==> config.mk <==
export PLATFORM = sky130hd
export DESIGN_NAME = arts_prod_accum
export DESIGN_NICKNAME = d
export VERILOG_FILES = /design/src/rtl/arts_prod_accum.sv
export SDC_FILE = /design/constraint.sdc
export NUM_CORES = 1
export LEC_CHECK = 0
export CORE_ASPECT_RATIO = 1.75
export CORE_MARGIN = 4
export CORE_UTILIZATION = 37
export CTS_CLUSTER_SIZE = 10
export DETAILED_ROUTE_END_ITERATION = 16
export PLACE_DENSITY = 0.69
export SYNTH_ARGS = -nofsm -noshare
export SYNTH_HDL_FRONTEND = slang
export SYNTH_SLANG_ARGS = --single-unit
export TNS_END_PERCENT = 5
==> constraint.sdc <==
create_clock -name clk -period 3.3 [get_ports clk]
set_input_delay 0.66 -clock clk [delete_from_list [all_inputs] [get_ports clk]]
set_output_delay 0.66 -clock clk [all_outputs]
set_load 0.05 [all_outputs]
==> src/rtl/arts_prod_accum.sv <==
// Streaming accumulator for approximate-multiplier products.
// Collects 16-bit product beats into a saturating sum and a saturating beat
// count, then holds the result until the consumer accepts it.
module arts_prod_accum #(
  parameter int ACC_W = 24,
  parameter int CNT_W = 8
) (
  input  logic             clk,
  input  logic             rst,
  input  logic             in_valid,
  output logic             in_ready,
  input  logic [15:0]      in_prod,
  input  logic             in_last,
  output logic             out_valid,
  input  logic             out_ready,
  output logic [ACC_W-1:0] out_sum,
  output logic [CNT_W-1:0] out_count,
  output logic             out_sat
);

  typedef enum logic {ACC, DONE} state_t;

  state_t state, state_nx;

  logic [ACC_W-1:0] acc, acc_nx;
  logic [CNT_W-1:0] cnt, cnt_nx;
  logic             sat, sat_nx;

  logic             take;
  logic [ACC_W:0]   sum_ext;
  logic [CNT_W:0]   cnt_ext;

  // Widened adders: the extra top bit is the overflow that triggers clamping.
  always_comb begin
    sum_ext = {1'b0, acc} + {{(ACC_W-15){1'b0}}, in_prod};
    cnt_ext = {1'b0, cnt} + {{CNT_W{1'b0}}, 1'b1};
  end

  // Next-state and handshake outputs; in_ready depends on state only.
  always_comb begin
    state_nx  = state;
    acc_nx    = acc;
    cnt_nx    = cnt;
    sat_nx    = sat;
    in_ready  = (state == ACC);
    out_valid = (state == DONE);
    take      = in_valid && in_ready;
    case (state)
      ACC: begin
        if (take) begin
          acc_nx = sum_ext[ACC_W] ? '1 : sum_ext[ACC_W-1:0];
          cnt_nx = cnt_ext[CNT_W] ? '1 : cnt_ext[CNT_W-1:0];
          sat_nx = sat | sum_ext[ACC_W] | cnt_ext[CNT_W];
          if (in_last) state_nx = DONE;
        end
      end
      DONE: begin
        if (out_ready) begin
          acc_nx   = '0;
          cnt_nx   = '0;
          sat_nx   = 1'b0;
          state_nx = ACC;
        end
      end
      default: state_nx = ACC;
    endcase
  end

  // State and datapath registers; reset overrides any transfer or handshake.
  always_ff @(posedge clk) begin
    if (rst) begin
      state <= ACC;
      acc   <= '0;
      cnt   <= '0;
      sat   <= 1'b0;
    end else begin
      state <= state_nx;
      acc   <= acc_nx;
      cnt   <= cnt_nx;
      sat   <= sat_nx;
    end
  end

  assign out_sum   = acc;
  assign out_count = cnt;
  assign out_sat   = sat;

endmodule

# ---- Yosys cells after proc, flatten, opt, wreduce, memory -nomap -nowiden
# Cells that the tools add are included.
dict set report op_classes {
  n_mul 0
  div_mod_pow 0
  bitwise_logic 3
  mux 15
  addsub 2
  n_eq_ne 2
  reduce_logical 2
  order_cmp 0
  n_shift 0
}
# operator n
set op_table {}
lappend op_table {{two-way mux 24 bit} 3}
lappend op_table {{one-hot mux 24 bit (2 select lines)} 1}
lappend op_table {{adder 24 x 16 -> 25 bit} 1}
lappend op_table {{two-way mux 8 bit} 3}
lappend op_table {{one-hot mux 8 bit (2 select lines)} 1}
lappend op_table {{adder 8 x 1 -> 9 bit (second input constant)} 1}
lappend op_table {{two-way mux 1 bit} 5}
lappend op_table {{one-hot mux 1 bit (2 select lines)} 2}
lappend op_table {{inequality test 2 x 1 -> 1 bit (second input constant)} 1}
lappend op_table {{inequality test 2 bit (second input constant)} 1}
lappend op_table {{OR 1 bit} 2}
lappend op_table {{AND reduction 2 bit} 1}
lappend op_table {{logical AND 1 bit} 1}
lappend op_table {{inverter 1 bit} 1}
dict set report totals {
  n_memories 0
  ramBits 0
  ff_bits 34
  latchBits 0
  elab_cells 28
  mem_bits_ro 0
  out_inout_bits 35
}

# ---- Longest topological paths before layout
# Gate-level depths: netlist of run 1.
dict set report depth {
  ltp_word 5
  depth_mapped 9
}

# ---- Worst setup path before layout of run 1
# OpenSTA, ideal clock, no wires.
dict set report synth_timing {
  path_type {input to register}
  start {in in_prod[0]}
  end {reg acc[22], in the netlist out_sum[22]}
  required_time_ps 3178
  slack_ps 747
  stages 8
  t_arrival_ps 2431
  path_cell_list {ha_1 fa_1 nand3_1 a21oi_2 nor3_2 a211oi_4 a31o_2 a221o_1}
}
dict set report synth_via {
  elab_chain_cells 4
}
# element line
set synth_rtl {}
lappend synth_rtl {{start: declaration} 12} ;# input logic [15:0] in_prod,
lappend synth_rtl {{adder 24 x 16 -> 25 bit} 35} ;# sum_ext = {1'b0, acc} + {{(ACC_W-15){1'b0}}, in_prod};
lappend synth_rtl {{two-way mux 24 bit} 51} ;# acc_nx = sum_ext[ACC_W] ? '1 : sum_ext[ACC_W-1:0];
lappend synth_rtl {{two-way mux 24 bit} 50} ;# if (take) begin
lappend synth_rtl {{one-hot mux 24 bit (2 select lines)} 48} ;# case (state)
lappend synth_rtl {{end signal: assignment} 78} ;# acc <= acc_nx;
lappend synth_rtl {{end: declaration} 25} ;# logic [ACC_W-1:0] acc, acc_nx;
# Every way passes these cells. The select of a mux whose other input is x is not followed.
# A chain may end at the register's enable or synchronous reset.

# ---- Worst setup path in the final report of run 1
# Ends and elaborated chain as after synthesis.

==> results of run 1 <==
## kinds of logic (layout without fill, tap and decap cells)
| family | Yosys count | count (layout) | synth area share |
|---|---|---|---|
| simple gates | 126 | 126 | 0.229 |
| compound gates | 124 | 124 | 0.316 |
| flops | 34 | 34 | 0.266 |
| buf+inv | 21 | 83 | 0.0480 |
| fa+ha+maj | 18 | 18 | 0.0911 |
| xor+xnor | 10 | 10 | 0.0343 |
| mux | 4 | 4 | 0.0157 |
## worst max-delay path: cells and delay by family
| kind | cells | cell delay (ns) |
|---|---|---|
| buffers and inverters | 2 | 0.59 |
| AND/OR/NAND/NOR | 2 | 0.43 |
| AO/OA/AOI/OAI | 4 | 0.72 |
| adder cells (fa/ha/maj) | 2 | 0.67 |
## power breakdown
group / leakage (nW) / switching (mW) / internal, mW / total (mW)
sequential: 0.277 / 0.0248 / 0.440 / 0.464
combinational: 0.892 / 0.366 / 0.238 / 0.604
clock: 0.0940 / 0.193 / 0.434 / 0.627
total: 1.26 / 0.584 / 1.11 / 1.70
## metrics by stage
stage                     instance area, um2  setup WS, ns  hold slack [ns]  power [mW]
after floorplan                         2550         0.747            0.667       0.904
after global placement                  3210         0.212            0.456        1.06
after detailed placement                3210         0.114            0.462        1.07
after CTS                               3400         0.416            0.475        1.70
after global routing                    3400         0.315            0.497        1.77
final                                   3400         0.403            0.468        1.70
## metal layers
layer | GRT usage | part of all wire | up-vias
li1 | - | - | 1354
met1 | 0.196 | 0.39 | 1336
met2 | 0.343 | 0.55 | 64
met3 | 0.0299 | 0.038 | 9
met4 | 0.0824 | 0.020 | 0
met5 | 0 | 0 | -
## layout make-up
type                       instances  share of cell area
inverter                           7             0.00772
timing repair buffer              68               0.190
clock inverter                     3              0.0202
tap                               82              0.0301
multi-input combinational        282               0.515
sequential                        34               0.200
clock buffer                       5              0.0368
## Yosys cell counts (3+ instances only)
cell type,count
a211oi_1,6
a21o_1,4
a21oi_1,39
a21oi_2,3
a31oi_1,3
and2_1,5
clkbuf_1,6
clkbuf_8,3
dfxtp_1,34
ha_1,17
inv_1,7
mux2i_1,4
nand2_1,48
nand2b_1,3
nand3_1,15
nand3b_1,4
nand4_1,4
nor2_1,27
nor3_1,9
o211ai_1,5
o21a_1,4
o21ai_0,26
o21ai_1,8
o21ai_2,5
or3_1,3
xnor2_1,7
xor2_1,3
## worst paths after layout
path         slack (ns)       start          end
min                0.47  out_sum[7]   out_sum[7]
max reg2reg        0.88  out_sum[0]  out_sum[22]
max                0.40  in_prod[0]  out_sum[22]
min reg2reg        0.47  out_sum[7]   out_sum[7]
## flip-flops by register name (all words and copies together) (netlist names)
register and flops:
out_count 8, out_sum 24, out_valid 1, out_sat 1
## layout by cell type, fill, tap and decap left out, types with 2 or more instances in the layout
cell	instances
a21oi_1	39
o21ai_0	26
nand4_1	4
o21ai_1	8
nand2_1	48
clkdlybuf4s50_1	55
nor2_1	27
mux2i_1	4
a41oi_1	2
inv_1	7
and2_1	5
xnor2_1	7
a211oi_1	6
a31oi_1	3
dfxtp_1	34
o21ai_2	5
nand2b_1	3
ha_1	17
and3_1	2
nand3_1	15
a21o_1	4
nor2b_1	2
o211ai_1	5
o21a_1	4
or3_1	3
nand3b_1	4
o2111ai_1	2
clkbuf_16	5
xor2_1	3
nor3_1	9
buf_4	13
a21oi_2	3
bufinv_16	2
o31a_1	2
==> flow_metrics.env, run 1 <==
export IMPL_netlist_top_cell_by_area="dfxtp_1"
export IMPL_hpwlAfterDp_um=5670
export IMPL_fmax_mhz=345
export IMPL_final_setup_viol_count=0
export IMPL_yosysTopAreaCellShare=0.266
export IMPL_finalCriticalPeriod_ns=2.90
export IMPL_pin_count=56
export IMPL_dieArea_um2=8350
export IMPL_hold_class="reg2reg"
export IMPL_drt_iter0_markers=123
export IMPL_synth_seq_cells=34
export IMPL_fin_skew_ns=0.00546
export IMPL_path_cells="clkdlybuf4s50_1 -> ha_1 -> fa_1 -> nand3_1 -> a21oi_2 -> nor3_2 -> a211oi_4 -> buf_4 -> a31o_2 -> a221o_1"
export IMPL_required_ns=3.47
export IMPL_finalWirelength_um=7630
export IMPL_hold_viol=0
export IMPL_finalSetupTns_ns=0
export IMPL_power_density_nw_per_um2=498
export IMPL_post_cts_setup_buffers=0
export IMPL_fin_cells=481
export IMPL_place_gp_congestion=0.922
export IMPL_rows=39
export IMPL_clk_insertion_delay_late_ns=0.28
export IMPL_maxSlewViolCount=0
export IMPL_synth_cell_types=56
export IMPL_firstDrtPassIters=4
export IMPL_yosys_warnings=0
export IMPL_syn_inst=337
export IMPL_min_path_cells=2
export IMPL_syn_area_per_cell_um2=7.58
export IMPL_cts_buffers_inserted=5
export IMPL_multi_input_area_um2=1750
export IMPL_p_leak_nw=1.26
export IMPL_drive_gt1_frac=0.0952
export IMPL_routed_via_density=5.74
export IMPL_reg2reg_depth=9
export IMPL_cts_sinks=34
export IMPL_drtAntennaViolNets=0
export IMPL_die_h_um=118
export IMPL_utilization=0.513
export IMPL_outcome="finished clean"
export IMPL_tightest_slew_ns=0.649
export IMPL_cpPeakStageDelay_ns=0.43
export IMPL_globalRouteTotalUtil=0.184
export IMPL_seqCellArea_um2=681
export IMPL_fin_nets=437
export IMPL_slew_headroom=0.566
export IMPL_die_x_um=70.8
export IMPL_core_um2=6640
export IMPL_area_growth_syn_to_layout_pct=33.2
export IMPL_period_share=0.878
export IMPL_io_buffer_count=55
export IMPL_ys_seq_area_frac=0.266
export IMPL_overflow=0
export IMPL_wire_per_inst_um=15.9
export IMPL_ir_worst_vdd_mv=0.300
export IMPL_antenna_found_initial=0
export IMPL_async_reset_ff_frac=0
export IMPL_drc=0
export IMPL_synth_fp_nets=376
export IMPL_root_buffer="clkbuf_16"
export IMPL_dp_cells=473
export IMPL_synth_main_ff_cell="dfxtp_1"
export IMPL_cts_hold_buf=0
export IMPL_tritoncts="done"
export IMPL_netlist_area_um2=2550
export IMPL_grt_pass1_vias=2823
export IMPL_path_class="in2reg"
export IMPL_h_tree_depth=2
export IMPL_fillers=695
export IMPL_clk_pin_slew_ns=0.06
export IMPL_synth_edff_count=0
export IMPL_grt_max_degree=25
export IMPL_synthTopCellsByArea="dfxtp_1 27%, ha_1 8.3%, a21oi_1 7.6%"
export IMPL_clk_path_buf_depth=2
export IMPL_end_kind="flop"
export IMPL_grt_setup_unrepaired="false"
export IMPL_grt_pass1_wl_um=12800
export IMPL_max_cap_viol_count=0
export IMPL_initial_core_util=0.385
export IMPL_vias=2763
export IMPL_cts_resized=0
export IMPL_cp_slowest_cell="fa_1"
export IMPL_critPathMaxFanout=10
export IMPL_diodes=0
export IMPL_start_kind="input pin"
export IMPL_worstPathArrival_ns=3.07
(Power assumes the default switching activity.)
==> run 2: changes to the inputs <==
- MAX_ROUTING_LAYER: default -> met4
==> run 2 against run 1 <==
Sequential power barely moved. Global-route usage rose by 0.10 points. Die area did not move. Power fell by 8.2%. Register-to-register slack improved by 0.04 ns. Clock skew barely moved. Critical path depth did not move. Largest power group is now combinational logic.
==> flow_metrics.env, run 2 (same netlist as run 1, synthesis figures left out) <==
export IMPL_outcome="finished clean"
export IMPL_area_growth_syn_to_layout_pct=31.5
export IMPL_antenna_found_initial=0
export IMPL_ir_worst_vdd_mv=0.285
export IMPL_finalSetupTns_ns=0
export IMPL_end_kind="flop"
export IMPL_layout_common_cells="55 x clkdlybuf4s50_1, 48 x nand2_1, 39 x a21oi_1"
export IMPL_max_cap_viol_count=0
export IMPL_die_h_um=118
export IMPL_finalCriticalPeriod_ns=2.86
export IMPL_p_leak_nw=1.24
export IMPL_r2r_start="out_sum[0]"
export IMPL_tritoncts="done"
export IMPL_clk_path_buf_depth=2
export IMPL_globalRouteTotalUtil=0.185
export IMPL_post_cts_setup_buffers=0
export IMPL_cp_slowest_cell="fa_1"
export IMPL_cts_hold_buf=0
export IMPL_fin_nets=437
export IMPL_dieArea_um2=8350
export IMPL_grt_pass1_wl_um=12500
export IMPL_critPathLaunch="in_prod[0]"
export IMPL_final_common_cell="clkdlybuf4s50_1"
export IMPL_hp_start="out_sum[8]"
export IMPL_drt_iter0_markers=173
export IMPL_grt_pass1_vias=2693
export IMPL_worstPathArrival_ns=3.03
export IMPL_reg2reg_depth=9
export IMPL_drc=0
export IMPL_clk_pin_slew_ns=0.06
export IMPL_fin_skew_ns=0.00521
export IMPL_stdcell_area_um2=3360
export IMPL_fillers=695
export IMPL_clk_insertion_delay_late_ns=0.29
export IMPL_routed_via_density=5.65
export IMPL_cpPeakStageDelay_ns=0.42
export IMPL_start_kind="input pin"
export IMPL_final_setup_viol_count=0
export IMPL_largest_reg_flops=24
export IMPL_period_share=0.867
export IMPL_overflow=0
export IMPL_die_x_um=70.8
export IMPL_tightest_slew_ns=0.683
export IMPL_finalWirelength_um=7370
export IMPL_wire_per_inst_um=15.3
export IMPL_hpwlAfterDp_um=5510
export IMPL_utilization=0.506
export IMPL_firstDrtPassIters=4
export IMPL_path_cells="clkdlybuf4s50_1 -> ha_1 -> fa_1 -> nand3_1 -> a21oi_2 -> nor3_2 -> a211oi_4 -> buf_4 -> a31o_2 -> a221o_1"
export IMPL_root_buffer="clkbuf_16"
export IMPL_slew_headroom=0.543
export IMPL_io_buffer_count=55
export IMPL_place_gp_congestion=0.960
export IMPL_postPlaceCellArea_um2=3210
export IMPL_power_density_nw_per_um2=463
export IMPL_grt_setup_unrepaired="false"
export IMPL_min_path_cells=2
export IMPL_vias=2718
export IMPL_drtAntennaViolNets=0
export IMPL_grt_max_degree=25
export IMPL_critPathMaxFanout=9
export IMPL_fmax_mhz=350
export IMPL_rows=39
export IMPL_pin_count=56
export IMPL_drive_gt1_frac=0.0952
export IMPL_cts_buffers_inserted=5
export IMPL_hold_viol=0
export IMPL_initial_core_util=0.385
export IMPL_h_tree_depth=2
export IMPL_diodes=0
export IMPL_hold_class="reg2reg"
export IMPL_cts_sinks=34
export IMPL_maxSlewViolCount=0
export IMPL_path_class="in2reg"
export IMPL_required_ns=3.47
export IMPL_core_um2=6640
export IMPL_cts_resized=0
## run 2: worst paths after layout
path                 endpoint  slack (ns)
setup / recovery  out_sum[22]        0.44
hold / removal     out_sum[8]        0.46
setup reg to reg  out_sum[22]        0.92
hold reg to reg    out_sum[8]        0.46
## run 2: power breakdown
group	internal [mW]	switching, mW	total (mW)	leakage (nW)
Combinational	0.238	0.361	0.599	0.892
Clock	0.299	0.194	0.493	0.0729
Sequential	0.440	0.0248	0.464	0.277
## run 2: critical path: cells and delay by family
kind	cells	cell delay, ns
AO/OA/AOI/OAI	4	0.70
adder cells (fa/ha/maj)	2	0.66
buffers and inverters	2	0.60
AND/OR/NAND/NOR	2	0.40
## run 2: per-layer routing
metal  vias to the layer above  GRT usage  routed length, um
li1                       1357          -                  -
met1                      1270      0.205               2990
met2                        77      0.330               3920
met3                        14     0.0248                296
met4                         0     0.0694                161
met5                         -          -                  0
## run 2: stage by stage
step | power [mW] | hold slack (ns) | setup slack [ns] | std cells
floorplan | 0.904 | 0.667 | 0.747 | 337
global placement | 1.06 | 0.457 | 0.208 | 473
detailed placement | 1.07 | 0.455 | 0.160 | 473
CTS | 1.56 | 0.465 | 0.448 | 481
global route | 1.64 | 0.478 | 0.317 | 481
finish | 1.56 | 0.459 | 0.441 | 481
## run 2: final cells by class
class                   count  area [um2]  area share
well taps                  82         103      0.0305
multi-input cells         282        1750       0.521
clock inverters             2        12.5     0.00372
inverters                   7        26.3     0.00782
repair buffers             68         648       0.193
flip-flops and latches     34         681       0.203
clock buffers               6         139      0.0413
==> run 3: changes to the inputs <==
- CORE_MARGIN: 4 -> 10
==> run 3 against run 2 <==
First-iteration DRC count is 7.5% higher. Fmax down 0.65%. Flip-flop and latch count is the same. Clock skew up 0.0010 ns. Clock power about the same. Combinational power about the same. Critical endpoint unchanged.
==> flow_metrics.env, run 3 (same netlist as run 1, synthesis figures left out) <==
export IMPL_outcome="finished clean"
export IMPL_clk_pin_slew_ns=0.06
export IMPL_routed_via_density=5.65
export IMPL_drive_gt1_frac=0.0907
export IMPL_cts_sinks=34
export IMPL_antenna_found_initial=0
export IMPL_fillers=684
export IMPL_cts_buffers_inserted=5
export IMPL_dieArea_um2=10800
export IMPL_min_to="out_sum[8]"
export IMPL_hp_start="out_sum[8]"
export IMPL_finalSetupTns_ns=0
export IMPL_pin_count=56
export IMPL_path_class="in2reg"
export IMPL_ir_worst_vdd_mv=0.305
export IMPL_required_ns=3.46
export IMPL_wire_per_inst_um=16.2
export IMPL_tightest_slew_ns=1.23
export IMPL_clk_insertion_delay_late_ns=0.28
export IMPL_drt_iter0_markers=186
export IMPL_largest_reg_flops=24
export IMPL_die_h_um=130
export IMPL_place_gp_congestion=0.933
export IMPL_clk_path_buf_depth=2
export IMPL_io_buffer_count=55
export IMPL_p_leak_nw=1.23
export IMPL_reg2reg_depth=9
export IMPL_min_path_cells=2
export IMPL_power_density_nw_per_um2=464
export IMPL_finalCriticalPeriod_ns=2.88
export IMPL_rrSetupSlack_ns=0.89
export IMPL_end_kind="flop"
export IMPL_slew_headroom=0.180
export IMPL_drtAntennaViolNets=0
export IMPL_diodes=0
export IMPL_tritoncts="done"
export IMPL_cts_hold_buf=0
export IMPL_r2r_start="out_sum[0]"
export IMPL_max_cap_viol_count=0
export IMPL_fmax_mhz=347
export IMPL_overflow=0
export IMPL_hold_class="reg2reg"
export IMPL_r2r_end="out_sum[22]"
export IMPL_root_buffer="clkbuf_16"
export IMPL_fin_skew_ns=0.00623
export IMPL_grt_setup_unrepaired="false"
export IMPL_maxSlewViolCount=0
export IMPL_fin_nets=435
export IMPL_period_share=0.872
export IMPL_utilization=0.492
export IMPL_firstDrtPassIters=5
export IMPL_hold_viol=0
export IMPL_core_um2=6810
export IMPL_h_tree_depth=2
export IMPL_worstPathArrival_ns=3.04
export IMPL_grt_pass1_vias=2755
export IMPL_die_x_um=82.8
export IMPL_post_cts_setup_buffers=0
export IMPL_finalWirelength_um=7790
export IMPL_grt_pass1_wl_um=12700
export IMPL_hpwlAfterDp_um=5940
export IMPL_drc=0
export IMPL_start_kind="input pin"
export IMPL_area_growth_syn_to_layout_pct=31.0
export IMPL_grt_max_degree=24
export IMPL_final_setup_viol_count=0
export IMPL_critPathMaxFanout=9
export IMPL_cts_resized=0
export IMPL_layout_common_cells="55 x clkdlybuf4s50_1, 48 x nand2_1, 39 x a21oi_1"
export IMPL_rows=40
export IMPL_vias=2716
export IMPL_globalRouteTotalUtil=0.140
export IMPL_final_common_cell="clkdlybuf4s50_1"
export IMPL_initial_core_util=0.375
run 3: changes by cell type in the layout (fill, tap and decap cells not counted), sizes merged:
cell / change
buf: -2
run 3: where the power goes:
| group | leakage [nW] | internal (mW) | switching, mW |
|---|---|---|---|
| sequential | 0.277 | 0.440 | 0.0252 |
| clock | 0.0729 | 0.299 | 0.191 |
| combinational | 0.882 | 0.234 | 0.366 |
run 3: how the worst max path moves through the flow:
stage	start	endpoint	slack [ns]	cells past startpoint
floorplan	in_prod[0]	out_sum[22]	0.75	8
global placement	in_prod[0]	out_sum[22]	0.20	10
detailed placement	in_prod[0]	out_sum[22]	0.14	10
CTS	in_prod[0]	out_sum[22]	0.43	10
global route	in_prod[0]	out_sum[22]	0.31	10
finish	in_prod[0]	out_sum[22]	0.42	10
run 3: worst max-delay path, cell delays in order:
cell,delay (ns)
clkdlybuf4s50_1,0.41
ha_1,0.24
fa_1,0.44
nand3_1,0.14
a21oi_2,0.08
nor3_2,0.27
a211oi_4,0.10
buf_4,0.18
a31o_2,0.22
a221o_1,0.29
run 3: area by class of cell:
| type | instances | area (um2) | area share |
|---|---|---|---|
| repair buffers | 66 | 633 | 0.189 |
| clock inverters | 2 | 12.5 | 0.00374 |
| well taps | 84 | 105 | 0.0314 |
| inverters | 7 | 26.3 | 0.00785 |
| clock buffers | 6 | 139 | 0.0415 |
| flip-flops and latches | 34 | 681 | 0.203 |
| multi-input cells | 282 | 1750 | 0.523 |
run 3: through the flow:
step / cell area [um2] / std cells / power (mW) / hold slack (ns) / setup WS (ns)
floorplan: 2550 / 337 / 0.904 / 0.667 / 0.747
global placement: 3200 / 473 / 1.06 / 0.453 / 0.197
detailed placement: 3200 / 473 / 1.07 / 0.449 / 0.137
CTS: 3350 / 481 / 1.56 / 0.468 / 0.429
global route: 3350 / 481 / 1.63 / 0.484 / 0.313
finish: 3350 / 481 / 1.56 / 0.465 / 0.422
run 3: per-layer routing:
layer / track usage / vias up / part of all wire
met4: 0.0634 / 0 / 0.025
met1: 0.146 / 1268 / 0.42
li1: - / 1353 / -
met2: 0.252 / 74 / 0.52
met5: - / - / 0
met3: 0.0268 / 21 / 0.037
